--- src/rtl/sram_ctrl_pkg.sv ---
// Shared encodings for the SRAM port requester and its response queue.
package sram_ctrl_pkg;

  localparam logic MEM_READ  = 1'b0;
  localparam logic MEM_WRITE = 1'b1;

endpackage

--- src/rtl/sram_resp_queue.sv ---
// Circular response FIFO with a same-cycle bypass when empty.
// Overflow is prevented upstream by throttling requests against the count output.
module sram_resp_queue #(
  parameter  int W     = 8,
  parameter  int DEPTH = 2,
  localparam int CW    = $clog2(DEPTH + 1),
  localparam int PW    = $clog2(DEPTH)
) (
  input  logic          clk,
  input  logic          reset,
  input  logic          in_val,
  input  logic [W-1:0]  in_data,
  output logic          out_val,
  input  logic          out_rdy,
  output logic [W-1:0]  out_data,
  output logic [CW-1:0] count
);

  logic [W-1:0]  mem [DEPTH];
  logic [PW-1:0] wr_ptr;
  logic [PW-1:0] rd_ptr;
  logic          empty;
  logic          enq;
  logic          deq;

  function automatic logic [PW-1:0] bump(input logic [PW-1:0] p);
    return (p == PW'(DEPTH - 1)) ? '0 : p + PW'(1);
  endfunction

  assign empty    = (count == '0);
  assign out_val  = ~reset & (empty ? in_val : 1'b1);
  assign out_data = empty ? in_data : mem[rd_ptr];
  assign deq      = ~empty & out_rdy;
  // A bypassed response that is consumed immediately never occupies an entry.
  assign enq      = in_val & ~(empty & out_rdy);

  // NOTE: sequential state uses non-blocking assignments so every register
  // samples pre-edge values regardless of statement order.
  always_ff @(posedge clk) begin
    if (reset) begin
      wr_ptr <= '0;
      rd_ptr <= '0;
      count  <= '0;
    end else begin
      if (enq) wr_ptr <= bump(wr_ptr);
      if (deq) rd_ptr <= bump(rd_ptr);
      count <= count + CW'(enq) - CW'(deq);
    end
  end

  // NOTE: entry storage is deliberately not reset; count alone decides which
  // entries are valid, so clearing the array would only cost reset fan-out.
  always_ff @(posedge clk) begin
    if (enq) mem[wr_ptr] <= in_data;
  end

endmodule

--- src/rtl/sram_port_requester.sv ---
// Drives one generic SRAM port from a val/rdy request stream and returns one
// in-order response per request, absorbing the 1-cycle read latency.
module sram_port_requester
  import sram_ctrl_pkg::*;
#(
  parameter  int num_bits    = 128,
  parameter  int num_words   = 256,
  parameter  int OPAQUE_BITS = 8,
  parameter  int RESP_DEPTH  = 2,
  localparam int AW          = $clog2(num_words)
) (
  input  logic                   clk,
  input  logic                   reset,
  input  logic                   req_val,
  output logic                   req_rdy,
  input  logic                   req_type,
  input  logic [AW-1:0]          req_addr,
  input  logic [num_bits-1:0]    req_data,
  input  logic [num_bits/8-1:0]  req_bmask,
  input  logic [OPAQUE_BITS-1:0] req_opaque,
  output logic                   resp_val,
  input  logic                   resp_rdy,
  output logic                   resp_type,
  output logic [num_bits-1:0]    resp_data,
  output logic [OPAQUE_BITS-1:0] resp_opaque,
  output logic [AW-1:0]          A1,
  output logic                   CE1,
  output logic                   CSB1,
  output logic                   WEB1,
  output logic [num_bits-1:0]    WBM1,
  output logic [num_bits-1:0]    I1,
  output logic                   OEB1,
  input  logic [num_bits-1:0]    O1
);

  localparam int NB = num_bits / 8;
  localparam int CW = $clog2(RESP_DEPTH + 1);
  localparam logic [CW:0] DEPTH_LIM = (CW + 1)'(RESP_DEPTH);

  typedef struct packed {
    logic                   typ;
    logic [OPAQUE_BITS-1:0] opaque;
    logic [num_bits-1:0]    data;
  } resp_t;

  logic                   fire;
  logic                   inflight_val;
  logic                   inflight_type;
  logic [OPAQUE_BITS-1:0] inflight_opaque;
  logic [CW-1:0]          q_count;
  logic [CW:0]            pending;
  logic [num_bits-1:0]    wbm_full;
  resp_t                  in_resp;
  resp_t                  out_resp;

  // Throttle on registered state only, so no combinational path from resp_rdy.
  assign pending = {1'b0, q_count} + {{CW{1'b0}}, inflight_val};
  assign req_rdy = ~reset & (pending < DEPTH_LIM);
  assign fire    = req_val & req_rdy;

  for (genvar j = 0; j < NB; j++) begin : g_bmask
    assign wbm_full[8*j +: 8] = {8{req_bmask[j]}};
  end

  // NOTE: every output gets a default before the branch, which keeps this
  // block purely combinational with no inferred latches.
  always_comb begin
    A1   = '0;
    I1   = '0;
    WBM1 = '0;
    CSB1 = 1'b1;
    WEB1 = 1'b1;
    if (fire) begin
      CSB1 = 1'b0;
      A1   = req_addr;
      I1   = req_data;
      WEB1 = ~req_type;
      if (req_type == MEM_WRITE) WBM1 = wbm_full;
    end
  end

  assign CE1 = 1'b1;

  always_ff @(posedge clk) begin
    if (reset) begin
      inflight_val    <= 1'b0;
      inflight_type   <= MEM_READ;
      inflight_opaque <= '0;
    end else begin
      inflight_val    <= fire;
      inflight_type   <= req_type;
      inflight_opaque <= req_opaque;
    end
  end

  assign OEB1 = ~(inflight_val & (inflight_type == MEM_READ));

  always_comb begin
    in_resp.typ    = inflight_type;
    in_resp.opaque = inflight_opaque;
    in_resp.data   = (inflight_type == MEM_READ) ? O1 : '0;
  end

  sram_resp_queue #(
    .W     ($bits(resp_t)),
    .DEPTH (RESP_DEPTH)
  ) u_resp_queue (
    .clk      (clk),
    .reset    (reset),
    .in_val   (inflight_val),
    .in_data  (in_resp),
    .out_val  (resp_val),
    .out_rdy  (resp_rdy),
    .out_data (out_resp),
    .count    (q_count)
  );

  assign resp_type   = out_resp.typ;
  assign resp_opaque = out_resp.opaque;
  assign resp_data   = out_resp.data;

endmodule

--- config.mk ---
export PLATFORM = sky130hd
export DESIGN_NAME = sram_port_requester
export DESIGN_NICKNAME = d
export VERILOG_FILES = /design/src/rtl/sram_ctrl_pkg.sv /design/src/rtl/sram_resp_queue.sv /design/src/rtl/sram_port_requester.sv
export SDC_FILE = /design/constraint.sdc
export NUM_CORES = 1
export LEC_CHECK = 0
export ABC_AREA = 1
export CORE_AREA = 2 2 276 278
export DETAILED_ROUTE_END_ITERATION = 7
export DIE_AREA = 0 0 278 280
export GPL_TIMING_DRIVEN = 1
export RECOVER_POWER = 50
export SLEW_MARGIN = 10
export SYNTH_ARGS = -nofsm -noshare
export SYNTH_HDL_FRONTEND = slang
export SYNTH_HIERARCHICAL = 1
export SYNTH_SLANG_ARGS = --single-unit
--- constraint.sdc ---
create_clock -name clk -period 17.7 [get_ports clk]
set_input_delay 1.77 -clock clk [delete_from_list [all_inputs] [get_ports clk]]
set_output_delay 1.77 -clock clk [all_outputs]
set_load 0.02 [all_outputs]
## Word level (Yosys, flattened, before mapping)

Memories as Yosys holds them, arrays and structs flattened. A register that Yosys moved wholly into a read port is not among the register bits.
Index checks and enable logic that the tools add are counted.

- Register bits: 14
- Latch bits: 0
- Memory bits (writable): 274
- Memory bits (read-only): 0
- Input bits: 293
- Output and inout port bits: 407
- Logic and storage cells: 42
- Memories: 1

- $add $sub $neg: 5
- $mul: 0
- Div/mod/pow operators: 0
- $lt $le $gt $ge: 1
- Eq/ne operators: 0
- Shift-type cells: 0
- Muxes and demuxes: 15
- Bitwise operators: 13
- Reduce and logical (&&, ||, !) cells: 1

Memories:

| name | depth | bits a word | rd ports | clocked after memory_dff | write ports | line | source |
|---|---|---|---|---|---|---|---|
| u_resp_queue.mem | 2 | 137 | 1 | 1 | 1 | sram_resp_queue.sv:19 | `logic [W-1:0] mem [DEPTH];` |

Operators by type and width:

| cell | count |
|---|---|
| 128-bit 2-to-1 mux | 4 |
| 137-bit 2-to-1 mux | 1 |
| 1-bit 2-to-1 mux | 9 |
| 8-bit 2-to-1 mux | 1 |
| 1-bit AND | 7 |
| 1-bit NOT | 6 |
| 2-bit by 1-bit adder with 3-bit output | 1 |
| 3-bit by 2-bit less-than comparator with 1-bit output, second input constant | 1 |
| 1-bit adder, second input constant | 2 |
| 2-bit by 1-bit adder with 2-bit output | 1 |
| 2-bit logical NOT | 1 |
| 2-bit by 1-bit subtractor with 2-bit output | 1 |

## Longest topological paths before layout

- Depth after elaboration: 6
- Gate-level depth with buffers: 13
- Gate-level depth less buffers: 12

## By module

Netlist, hierarchy kept.

By module, submodules not included:

| module | times used | cells an instance | area each (um2) | seq. area each (um2) |
|---|---|---|---|---|
| sram_resp_queue | 1 | 1,059 | 11,803.8 | 8,328.0 |
| sram_port_requester | 1 | 745 | 3,985.1 | 200.2 |

## Least setup slack after synthesis

No wires, ideal clock.

- Path type: input to register
- From: in resp_rdy
- To: mem u_resp_queue/mem[0][0] (netlist name), enable pin
- Library setup time: 0.636 ns
- Data arrival time: 7.613 ns
- Data required time: 17.064 ns
- Slack: 9.451 ns
- Stages: 3
- Path buffers: 0
- Path through: nand2_2 nand2_1 nor2_1

- Longest elaborated chain between the ends: 5

RTL lines:

| what | line | source |
|---|---|---|
| start: declaration | sram_port_requester.sv:22 | `input logic resp_rdy,` |
| 1-bit AND | sram_resp_queue.sv:35 | `assign enq = in_val & ~(empty & out_rdy);` |
| 1-bit NOT | sram_resp_queue.sv:35 |  |
| 1-bit AND | sram_resp_queue.sv:35 |  |
| 1-bit 2-to-1 mux | sram_resp_queue.sv:54 | `if (enq) mem[wr_ptr] <= in_data;` |
| 1-bit 2-to-1 mux (implied by the code) | sram_resp_queue.sv:54 |  |
| end: declaration | sram_resp_queue.sv:19 |  |

Every way passes these cells.

## Final worst setup path

- From: in resp_rdy
- To: mem u_resp_queue/mem[0][91] (netlist name), enable pin

Same word-level chain as after synthesis.

==> results.txt <==
cell count after synthesis = 1804
largest net degree at the start of global routing = 221
critical path class = input pin to register
setup tns final = 0 ns
Comb pwr share = 38.4%
first-pass GRT wire length = 89.6 mm
CP arrival = 8.83 ns
total gr overflow = 0
Cell Rows = 101
Sw Pwr = 859 uW
reg2reg start = u_resp_queue/count[1]$_SDFF_PP0_
Seq/Total Area, Yosys = 54.0%
Ys Warns = 6
min cycle time layout = 8.98 ns
Min-Delay Path Class = register to register
Lkg Pwr = 0.00960 uW
dpl hpwl = 50.3 mm
fillers = 7781
Worst-path clk slew = 0.06 ns
Clk pwr share = 28.0%
CP Cell Sequence = dlygate4sd3_1 -> nand2_1 -> nand2_1 -> nor2_4 -> clkbuf_1
Synth area leaders = edfxtp_1 52%, inv_1 10%, nand2_1 7.2%, o21ai_0 7.0%, nor2_1 5.6%
Critical Path Fanout Max = 137
Die Area = 0.0778 sq mm
post-synthesis register bit count = 289
post-synthesis cell type count = 23
worst relative slew slack = -484%
# nets final = 2636
Final Hold Fails = 0
post-route cell area = 0.0237 sq mm
H-tree depth = 2
Worst setup SP type = input pin
critical path's largest stage delay = 6.04 ns
dpl ws = 10.74 ns
Worst Skew = 0.0239 ns
global placement routability congestion = 0.876
minimum hold slack = 0.448 ns
CP Buf/Inv Count = 2
Mapped Area = 0.0158 sq mm
# resized after CTS = 0
Antenna Violating Nets Remaining = 0
CTS Hold Bufs = 0
worst setup margin = 8.72 ns
Worst-Margin Slew = 8.76 ns
violated checks = max-capacitance violations, max-slew violations
CP required = 17.55 ns
RR Endpoint = u_resp_queue/mem[0][91]$_DFFE_PP_
Reg power frac = 33.5%
synthesis-to-layout area growth = 50.0%
hold path cells = 0
Post-CTS Setup Repair Bufs = 0
drt wl/cell = 19.5 um
Cell Pwr Density = 103 mW/mm^2
clock root cell = clkbuf_16
cts bufs inserted = 34
most frequent cells in the layout = 615 x clkdlybuf4s50_1, 421 x inv_1, 304 x nand2_1
Top delay family on crit path = buffers and inverters
Initial DRC Count = 724
share of cells above drive strength 1 = 4.94%
Die H = 280 um
final setup fails = 0
Synth Net Count = 2098
Peak Freq = 111 MHz
die width = 278 um
hold-critical path endpoint = u_resp_queue/mem[0][132]$_DFFE_PP_
highest-delay cell along the critical path = clkbuf_1
total wire length = 65.4 mm
Worst-Skew Late Latency = 0.53 ns
Worst R2R Setup Slack = 9.51 ns
commonest non-fill, non-tap cell in the layout = clkdlybuf4s50_1
DRC Markers = 0
Mean Syn Cell Area = 8.75 sq um
Synth top area share = 52.1%
Starting Density = 21.0%
initial antenna violation count = 18
# Max-Cap Violations = 6
status = complete, but fails checks
Cell Area, Placed = 0.0226 sq mm
Sw Ratio = 35.0%
Most Frequent Cell on Critical Path = nand2_1
Global Route Usage Sum = 16.2%
CTS tree = done
worst vdd ir = 0.0768 mV
Reg2Reg Depth = 6
I/O pin count = 700
crit share post-route = 50.7%
Port Buffer Count = 698
Worst Setup End Kind = register
drt pass-1 iters = 5
worst setup path start = resp_rdy
clock sinks = 289
Longest Clk Path Bufs = 3
Pins Over Slew Limit = 396
Pint = 1590 uW
Worst Hold Launch = inflight_opaque[4]$_SDFF_PP0_
cell taking the most area after synthesis = edfxtp_1
RSZ-0062 raised after global routing = false
Vias = 12900
via/cell ratio = 3.85
Core Area = 0.0752 sq mm
vias in the first global route = 12100
[kinds of logic (layout without fill, tap and decap cells)]
kind of cell             Yosys count  count (layout)  synth area share [%]
buffers and inverters            629            1192                  19.6
flip-flops                       289             289                  54.0
AND/OR/NAND/NOR                  607             607                  17.5
other                              1               7                0.0238
AO/OA/AOI/OAI                    277             277                  8.78
adder cells (fa/ha/maj)            1               1                0.0792
[area by class of cell]
type | instances | area, sq um | area share, %
antenna | 6 | 15.0 | 0.0634
clock buffer | 47 | 951 | 4.01
clock inverter | 14 | 139 | 0.586
inverter | 422 | 1590 | 6.69
multi-input combinational | 886 | 4160 | 17.6
sequential | 289 | 8530 | 36.0
tap | 978 | 1220 | 5.17
timing repair buffer | 709 | 7080 | 29.9
[synth_stat cells]
master    number
edfxtp_1     274
nand3_2        2
nor2_4        62
buf_1          1
buf_4        115
nand3_1        1
o21ai_1       54
dfxtp_1       15
o21ai_0      221
conb_1         1
inv_1        422
a21oi_1        2
buf_12         6
buf_6         19
nor2_1       237
clkbuf_1      32
nand4_1        1
ha_1           1
buf_2         23
nand2_2        1
clkbuf_2       9
nand2_1      303
buf_8          2
[flip-flops by register name, indices dropped and copies added, names as in the netlist, named ones only]
name	count
u_resp_queue/count	2
u_resp_queue/mem	274
inflight_type	1
u_resp_queue/wr_ptr	1
inflight_val	1
u_resp_queue/rd_ptr	1
inflight_opaque	8
[how the worst max path moves through the flow]
stage / endpoint / cells after the start
after floorplan: u_resp_queue/mem[0][0]$_DFFE_PP_ / 3
after global placement: WBM1[102] / 7
after detailed placement: WBM1[102] / 7
after CTS: WBM1[102] / 7
after global routing: u_resp_queue/mem[0][91]$_DFFE_PP_ / 5
final: u_resp_queue/mem[0][91]$_DFFE_PP_ / 5
[worst register-to-register path, stage by stage, from the launching register on]
cell,delay [ns]
dfxtp_1,0.47
nor2_4,0.07
buf_4,0.37
nand2_1,0.24
nand2_1,0.11
nor2_4,0.08
clkbuf_1,6.04
[through the flow]
stage	power (uW)	cells	util, %
final	2450	3351	31.5
after detailed placement	1780	3284	30.1
after global routing	2570	3346	31.5
after floorplan	1360	1804	-
after CTS	2490	3345	31.6
after global placement	1780	3284	30.1
[routing by layer]
metal  routed length, um  vias to the layer above  track usage, %
met1               27500                     5857            20.2
met3                5240                       79            5.09
met2               31600                      467            27.7
met5                  83                        -               0
met4                 890                       12            2.76
li1                    -                     6486               -
[power by group through the flow]
stage	Clock (uW)	Combinational (uW)	Sequential, uW
global placement	0	956	826
floorplan	0	537	823
finish	687	942	822
global route	733	1010	828
detailed placement	0	958	827
CTS	711	961	813
Note: power is estimated with default switching activity, not from simulation.
